$ cat src/rtl/gmii_rx_frame_parser.sv
// GMII RX parser: strips preamble/SFD and emits a valid/sop/eop byte stream with length, error status and counters.
// Fixed 2-cycle input-sample-to-rx_data latency; no backpressure, the PHY stream is never stalled.
module gmii_rx_frame_parser #(
  parameter int unsigned MIN_PRE = 1,
  parameter logic [7:0]  SFD_STD = 8'hD5,
  parameter logic [7:0]  SFD_ALT = 8'h5D,
  parameter int unsigned MIN_LEN = 14,
  parameter int unsigned MAX_LEN = 1522
) (
  input  logic        gmii_rxclk,
  input  logic        rst_n,
  input  logic        gmii_rxctrl,
  input  logic [7:0]  gmii_rxdata,
  output logic [7:0]  rx_data,
  output logic        rx_valid,
  output logic        rx_sop,
  output logic        rx_eop,
  output logic        rx_err,
  output logic [15:0] frame_len,
  output logic        sfd_pulse,
  output logic [31:0] frame_cnt,
  output logic [15:0] err_cnt
);

  localparam logic [3:0]  MIN_PRE_W = 4'(MIN_PRE);
  localparam logic [15:0] MIN_LEN_W = 16'(MIN_LEN);
  localparam logic [15:0] MAX_LEN_W = 16'(MAX_LEN);

  typedef enum logic [1:0] {S_IDLE, S_PRE, S_DATA, S_DROP} state_t;

  logic        rxctrl_q;
  logic [7:0]  rxdata_q;
  state_t      state_q, state_d;
  logic [3:0]  pre_cnt_q, pre_cnt_d;
  logic [15:0] len_q, len_d;
  logic [7:0]  hold_q, hold_d;
  logic        hold_vld_q, hold_vld_d;
  logic        first_q, first_d;
  logic [7:0]  rx_data_q, rx_data_d;
  logic        rx_valid_q, rx_valid_d;
  logic        rx_sop_q, rx_sop_d;
  logic        rx_eop_q, rx_eop_d;
  logic        rx_err_q, rx_err_d;
  logic [15:0] frame_len_q, frame_len_d;
  logic        sfd_pulse_q, sfd_pulse_d;
  logic [31:0] frame_cnt_q, frame_cnt_d;
  logic [15:0] err_cnt_q, err_cnt_d;
  logic        good_evt, err_evt;
  logic        is_sfd;

  assign is_sfd = (rxdata_q == SFD_STD) || (rxdata_q == SFD_ALT);

  always_comb begin
    state_d     = state_q;
    pre_cnt_d   = pre_cnt_q;
    len_d       = len_q;
    hold_d      = hold_q;
    hold_vld_d  = hold_vld_q;
    first_d     = first_q;
    rx_data_d   = rx_data_q;
    rx_valid_d  = 1'b0;
    rx_sop_d    = 1'b0;
    rx_eop_d    = 1'b0;
    rx_err_d    = 1'b0;
    frame_len_d = frame_len_q;
    sfd_pulse_d = 1'b0;
    good_evt    = 1'b0;
    err_evt     = 1'b0;

    case (state_q)
      S_IDLE: begin
        if (rxctrl_q) begin
          if (rxdata_q == 8'h55) begin
            state_d   = S_PRE;
            pre_cnt_d = 4'd1;
          end else begin
            state_d = S_DROP;
            err_evt = 1'b1;
          end
        end
      end

      S_PRE: begin
        if (!rxctrl_q) begin
          state_d = S_IDLE;
          err_evt = 1'b1;
        end else if (rxdata_q == 8'h55) begin
          if (pre_cnt_q != 4'hF) pre_cnt_d = pre_cnt_q + 4'd1;
        end else if (is_sfd && (pre_cnt_q >= MIN_PRE_W)) begin
          state_d     = S_DATA;
          sfd_pulse_d = 1'b1;
          len_d       = 16'd0;
          first_d     = 1'b1;
          hold_vld_d  = 1'b0;
        end else begin
          state_d = S_DROP;
          err_evt = 1'b1;
        end
      end

      S_DATA: begin
        if (rxctrl_q) begin
          if (len_q == MAX_LEN_W) begin
            // A byte beyond the legal maximum: close the frame on the held byte and discard the rest.
            rx_data_d   = hold_q;
            rx_valid_d  = 1'b1;
            rx_sop_d    = first_q;
            rx_eop_d    = 1'b1;
            rx_err_d    = 1'b1;
            frame_len_d = MAX_LEN_W;
            err_evt     = 1'b1;
            hold_vld_d  = 1'b0;
            first_d     = 1'b0;
            state_d     = S_DROP;
          end else begin
            hold_d     = rxdata_q;
            hold_vld_d = 1'b1;
            len_d      = len_q + 16'd1;
            if (hold_vld_q) begin
              rx_data_d  = hold_q;
              rx_valid_d = 1'b1;
              rx_sop_d   = first_q;
              first_d    = 1'b0;
            end
          end
        end else begin
          if (hold_vld_q) begin
            rx_data_d   = hold_q;
            rx_valid_d  = 1'b1;
            rx_sop_d    = first_q;
            rx_eop_d    = 1'b1;
            rx_err_d    = (len_q < MIN_LEN_W);
            frame_len_d = len_q;
            good_evt    = (len_q >= MIN_LEN_W);
            err_evt     = (len_q < MIN_LEN_W);
          end else begin
            err_evt = 1'b1;
          end
          hold_vld_d = 1'b0;
          first_d    = 1'b0;
          state_d    = S_IDLE;
        end
      end

      S_DROP: begin
        if (!rxctrl_q) state_d = S_IDLE;
      end

      default: state_d = S_IDLE;
    endcase

    frame_cnt_d = (good_evt && (frame_cnt_q != '1)) ? frame_cnt_q + 32'd1 : frame_cnt_q;
    err_cnt_d   = (err_evt && (err_cnt_q != '1)) ? err_cnt_q + 16'd1 : err_cnt_q;
  end

  always_ff @(posedge gmii_rxclk or negedge rst_n) begin
    if (!rst_n) begin
      rxctrl_q    <= 1'b0;
      rxdata_q    <= 8'h00;
      state_q     <= S_IDLE;
      pre_cnt_q   <= 4'd0;
      len_q       <= 16'd0;
      hold_q      <= 8'h00;
      hold_vld_q  <= 1'b0;
      first_q     <= 1'b0;
      rx_data_q   <= 8'h00;
      rx_valid_q  <= 1'b0;
      rx_sop_q    <= 1'b0;
      rx_eop_q    <= 1'b0;
      rx_err_q    <= 1'b0;
      frame_len_q <= 16'd0;
      sfd_pulse_q <= 1'b0;
      frame_cnt_q <= 32'd0;
      err_cnt_q   <= 16'd0;
    end else begin
      rxctrl_q    <= gmii_rxctrl;
      rxdata_q    <= gmii_rxdata;
      state_q     <= state_d;
      pre_cnt_q   <= pre_cnt_d;
      len_q       <= len_d;
      hold_q      <= hold_d;
      hold_vld_q  <= hold_vld_d;
      first_q     <= first_d;
      rx_data_q   <= rx_data_d;
      rx_valid_q  <= rx_valid_d;
      rx_sop_q    <= rx_sop_d;
      rx_eop_q    <= rx_eop_d;
      rx_err_q    <= rx_err_d;
      frame_len_q <= frame_len_d;
      sfd_pulse_q <= sfd_pulse_d;
      frame_cnt_q <= frame_cnt_d;
      err_cnt_q   <= err_cnt_d;
    end
  end

  assign rx_data   = rx_data_q;
  assign rx_valid  = rx_valid_q;
  assign rx_sop    = rx_sop_q;
  assign rx_eop    = rx_eop_q;
  assign rx_err    = rx_err_q;
  assign frame_len = frame_len_q;
  assign sfd_pulse = sfd_pulse_q;
  assign frame_cnt = frame_cnt_q;
  assign err_cnt   = err_cnt_q;

endmodule

$ cat config.mk
export PLATFORM = sky130hd
export DESIGN_NAME = gmii_rx_frame_parser
export DESIGN_NICKNAME = d
export VERILOG_FILES = /design/src/rtl/gmii_rx_frame_parser.sv
export SDC_FILE = /design/constraint.sdc
export NUM_CORES = 1
export LEC_CHECK = 0
export BUFFER_PORTS_ARGS = -buffer_cell sky130_fd_sc_hd__clkbuf_2
export CAP_MARGIN = 10
export CORE_UTILIZATION = 40
export CTS_CLUSTER_DIAMETER = 30
export DETAILED_ROUTE_END_ITERATION = 6
export MAX_ROUTING_LAYER = met4
export SLEW_MARGIN = 20
export SYNTH_ARGS = -nofsm -noshare
export SYNTH_HDL_FRONTEND = slang
export SYNTH_SLANG_ARGS = --single-unit
$ cat constraint.sdc
create_clock -name gmii_rxclk -period 3.2 [get_ports gmii_rxclk]
set_clock_uncertainty 0.15 [all_clocks]
set_input_delay 0.16 -clock gmii_rxclk [delete_from_list [all_inputs] [get_ports gmii_rxclk]]
set_output_delay 0.16 -clock gmii_rxclk [all_outputs]
set_load 0.02 [all_outputs]
Word-level counts from Yosys, hierarchy flattened:

Index checks and enable logic that the tools add are counted.

* memories: 0
* bits in writable memories: 0
* output and inout bits: 77
* latch bits: 0
* ROM bits: 0
* bits in registers: 118

* eq/ne operators: 24
* divide/modulo/power cells: 0
* add/subtract/negate cells: 4
* reduce and logical (&&, ||, !) cells: 15
* magnitude comparators: 3
* shift-type cells: 0
* mux-type cells: 69
* bitwise logic cells: 1
* multiply operators: 0

Operator list (number)
* $mux W16: 8
* $mux W1: 40
* $add A16 B1 Y16 const B: 2
* $add A32 B1 Y32 const B: 1
* $ne A32 B32 Y1 const B: 1
* $pmux W16 S2: 1
* $mux W8: 3
* $mux W4: 5
* $ne A2 B2 Y1 const B: 10
* $eq A16 B11 Y1 const B: 1
* $eq A8 B7 Y1 const B: 2
* $ge A16 B4 Y1 const B: 1
* $lt A16 B4 Y1 const B: 1
* $ne A16 B16 Y1 const B: 1
* $mux W2: 7
* $reduce_and A6 Y1: 2
* $eq A8 B8 Y1 const B: 1
* $ne A4 B4 Y1 const B: 2
* $pmux W2 S4: 1
* $pmux W4 S2: 1
* $reduce_and A4 Y1: 2
* $ne A3 B3 Y1 const B: 2
* $reduce_and A3 Y1: 2
* $reduce_bool A2 Y1: 3
* other kinds (12): 16

Longest topological paths before layout:

* depth in word-level cells: 8
* mapped depth: 10
* depth with buffers taken out: 9

Worst setup path after synthesis:

No wires, ideal clock.

* kind: reg2reg
* from: reg pre_cnt_q[0]
* to: reg len_q[15]
* data required time: 2.972 ns
* arrival: 2.251 ns
* setup time: 0.078 ns
* stages on the path, launching flop included: 10
* slack: 0.721 ns
* cells stage by stage: dfrtp_1 > inv_1 > ha_1 > nor4b_1 > and4b_2 > a21oi_2 > or3_1 > buf_2 > or4_1 > a21oi_1

* word-level cells in the longest chain between the ends: 4

RTL lines
* start: declaration: line 34 `logic [3:0] pre_cnt_q, pre_cnt_d;`
* start signal: assignment: line 179 `pre_cnt_q <= pre_cnt_d;`
* $ge A4 B1 Y1: line 89 `end else if (is_sfd && (pre_cnt_q >= MIN_PRE_W)) begin`
* $logic_and A1 B1 Y1: line 89
* $ne A2 B2 Y1 (no line)
* $reduce_and A6 Y1 (no line)
* end signal: assignment: line 180 `len_q <= len_d;`
* end: declaration: line 35 `logic [15:0] len_q, len_d;`

Every way passes these cells.
A chain may end at the register's enable or synchronous reset.

Final worst setup path:

* from: reg rxctrl_q
* to: reg frame_cnt_q[27], in the netlist frame_cnt[27]

* word-level cells in the longest chain between the ends: 3

RTL lines
* start: declaration: line 31 `logic rxctrl_q;`
* start signal: assignment: line 176 `rxctrl_q <= gmii_rxctrl;`
* $mux W1: line 102 `if (rxctrl_q) begin`
* $mux W1: line 70 `case (state_q)`
* $logic_and A1 B1 Y1: line 152 `frame_cnt_d = (good_evt && (frame_cnt_q != '1)) ? frame_cnt_q + 32'd1 : frame_cnt_q;`
* end signal: assignment: line 191 `frame_cnt_q <= frame_cnt_d;`
* end: declaration: line 46 `logic [31:0] frame_cnt_q, frame_cnt_d;`

Every way passes these cells.

==> flow_metrics.py <==
metrics = {
    "detailed_routing": {
        "drtPass1Iterations": 5,
        "vias": 4148,
        "route.detailed.wl_per_inst_um": 14.27,
        "ant_nets": 0,
        "drt-initial-drc-count": 193,
        "drc": 0,
        "routed_wl_mm": 11.39,
        "via_per_inst": 5.198,
    },
    "cells_and_area": {
        "fin_area_um2": 6818,
        "final_common_cell": "dfrtp_1",
        "mostFrequentLayoutCells": "118 x dfrtp_1, 86 x clkbuf_2, 53 x nand2_1",
        "finalNetCount": 632,
        "drive_above_1_share": 0.2524,
        "antennaDiodeCount": 0,
        "syn2layout_area_growth_pct": 25.52,
    },
    "critical_path": {
        "path_buf_inv": 1,
        "crit_path_max_incr_delay_ns": 0.73,
        "cp.depth": 6,
        "r2r_cells": 6,
        "crit_chain": "inv_1 -> nand3_1 -> o21bai_1 -> nor4b_1 -> nand4_1 -> xnor2_1",
        "setup.worst_path.end_class": "flip-flop",
        "required_ns": 3.34,
        "cpLargestDelayFamily": "simple AND/OR/NAND/NOR gates",
        "startpoint_type": "flip-flop",
        "crit_slowest_cell": "nor4b_1",
        "critPathArrivalTime_ns": 2.92,
        "criticalPathCategory": "reg2reg",
        "crit_fanout": 13,
    },
    "power_and_ir_drop": {
        "pwr-share-seq": 0.393,
        "clkPwrFrac": 0.387,
        "power-per-cell-area_nw_per_um2": 713.3,
        "ir_worst_vdd_uv": 361.4,
        "power.leakage_nw": 3.253,
        "intPower_mw": 3.365,
        "sw_frac_of_total": 0.3081,
        "p_sw_mw": 1.498,
        "p_comb_frac": 0.219,
    },
    "clock_network": {
        "cts_buffers": 17,
        "clk_latency_ns": 0.41,
        "cts-htree-levels": 4,
        "cts_tree": "done",
        "cts_resized": 0,
        "root_buffer": "clkbuf_16",
        "cts_sinks": 118,
        "clk_pin_slew_ns": 0.06,
        "clk_path_buf_depth": 2,
    },
    "synth": {
        "yosys_register_bits": 118,
        "yosysTopAreaCell": "dfrtp_1",
        "ys_top_cells_by_area": "dfrtp_1 54%, xnor2_1 5.5%, mux2_2 4.4%, nand2_1 3.7%, xor2_1 3.2%",
        "syn-num-nets": 521,
        "synth-edff-count": 0,
        "ys_seq_area_frac": 0.5437,
        "synth_warnings": 0,
        "syn_area_per_cell_um2": 10.91,
        "synth_top_flop_cell": "dfrtp_1",
        "syn_area_um2": 5431,
        "syn_inst": 498,
        "ys_types": 49,
        "async_reset_ff_frac": 1.000,
        "netlist.area_leader.share": 0.5437,
    },
    "timing": {
        "slew_headroom": 0.4316,
        "worst_pin_slew_ns": 0.8469,
        "holdWs_ns": 0.1542,
        "drv_slew": 0,
        "finalSetupTns_ns": 0,
        "timing.final.crit_period_ns": 2.780,
        "final-setup-viol-count": 0,
        "worst_slack_ns": 0.4200,
        "max_freq_ghz": 0.3597,
        "hold_viol_final": 0,
        "rsz0062_at_grt": "no",
        "min_period_over_period": 0.8687,
    },
    "global_routing": {
        "grt_pass1_wl_mm": 19.65,
        "antenna_found_initial": 0,
        "grt_pass1_vias": 4025,
        "grt_use_total": 0.1816,
        "grt_overflow_total": 0,
        "grt_max_degree": 73,
    },
    "placement": {
        "port_buffers": 87,
        "pre_cts_ws_ns": 0.4705,
        "gp_congestion": 0.8233,
        "dpl_cell_area_um2": 6117,
        "place_hpwl_mm": 8.081,
    },
    "die": {
        "core_area_um2": 13240,
        "die_height_um": 118.5,
        "rows": 42,
        "die_area_um2": 14050,
        "die_x_um": 118.5,
        "io_pins": 88,
        "initial_utilization": 0.4101,
    },
    "status": {
        "outcome": "completed",
    },
    "min_path": {
        "min_path_type": "in2async",
    },
    "job": {
        "maxCapViolations": 0,
    },
}
## path summary, 6_finish.rpt
| kind | from | endpoint | slack (ns) |
|---|---|---|---|
| min in group gmii_rxclk | gmii_rxdata[0] | rxdata_q[0] | 0.25 |
| hold reg to reg | frame_len[11] | frame_len[11] | 0.32 |
| max in group asynchronous | rst_n | frame_cnt[2] | 1.98 |
| setup reg to reg | rxctrl_q | frame_cnt[27] | 0.42 |
| hold / removal | rst_n | err_cnt[7] | 0.15 |
| setup / recovery | rxctrl_q | frame_cnt[27] | 0.42 |
## cells by family after synthesis
logic type / synth area share
flip-flops: 0.5437
AND/OR/NAND/NOR: 0.2062
XOR/XNOR: 0.08708
multiplexers: 0.04722
adder cells (fa/ha/maj): 0.02764
buffers and inverters: 0.02419
AO/OA/AOI/OAI: 0.06404
## layer usage
layer | part of all wire | GRT usage
met5 | 0 | -
met4 | 0.013 | 0.06408
met3 | 0.044 | 0.04923
met2 | 0.44 | 0.2518
met1 | 0.50 | 0.2545
## Yosys cell counts (2+ instances only)
cell type,count
a21oi_1,7
a22o_1,2
and2_0,2
and2_1,8
and3_1,11
and4_1,7
buf_2,6
clkbuf_1,10
dfrtp_1,118
ha_1,12
inv_1,17
mux2_2,21
mux2i_1,2
nand2_1,53
nand2b_1,2
nand3_1,26
nand4_1,23
nor2_1,25
nor2b_1,2
nor3_1,11
nor4_1,19
nor4b_1,5
o21a_1,2
o21ai_0,16
o21ai_1,2
o22a_1,7
o31ai_1,4
or3_1,5
xnor2_1,34
xor2_1,20
## area by class of cell
type,count,area [um^2]
sequential,118,2953
clock buffer,19,452.9
clock inverter,13,147.6
fill,1233,6425
tap,176,220.2
multi-input combinational,347,2347
timing repair buffer,108,633.1
inverter,17,63.81
## flip-flops by register name, summed over array words and instances (netlist names)
name,count
frame_cnt,32
err_cnt,16
frame_len,16
len_q,16
hold_q,8
rx_data,8
rxdata_q,8
pre_cnt_q,4
state_q,2
first_q,1
hold_vld_q,1
rx_eop,1
rx_err,1
rx_sop,1
rx_valid,1
rxctrl_q,1
sfd_pulse,1
## power groups by stage
stage	logic, mW	registers [mW]	clock network, mW
finish	1.07	1.91	1.88
global route	1.18	1.95	1.99
CTS	1.08	1.91	1.94
detailed placement	1.06	1.94	0
global placement	1.04	1.93	0
floorplan	0.573	2.05	0
## stage by stage
| stage | instances | total power [mW] | utilization |
|---|---|---|---|
| floorplan | 498 | 2.623 | - |
| global placement | 756 | 2.973 | 0.4619 |
| detailed placement | 756 | 3.003 | 0.4619 |
| CTS | 798 | 4.926 | 0.5148 |
| global route | 798 | 5.118 | 0.5148 |
| finish | 798 | 4.863 | 0.5148 |
## timing repair
item / CTS / global route
hold buffers: 10 / 0
buffers inserted: 0 / 0
setup endpoints to repair: 0 / 0
endpoints found under the hold margin: 55 / 0
Power figures use the tool's default switching activity.
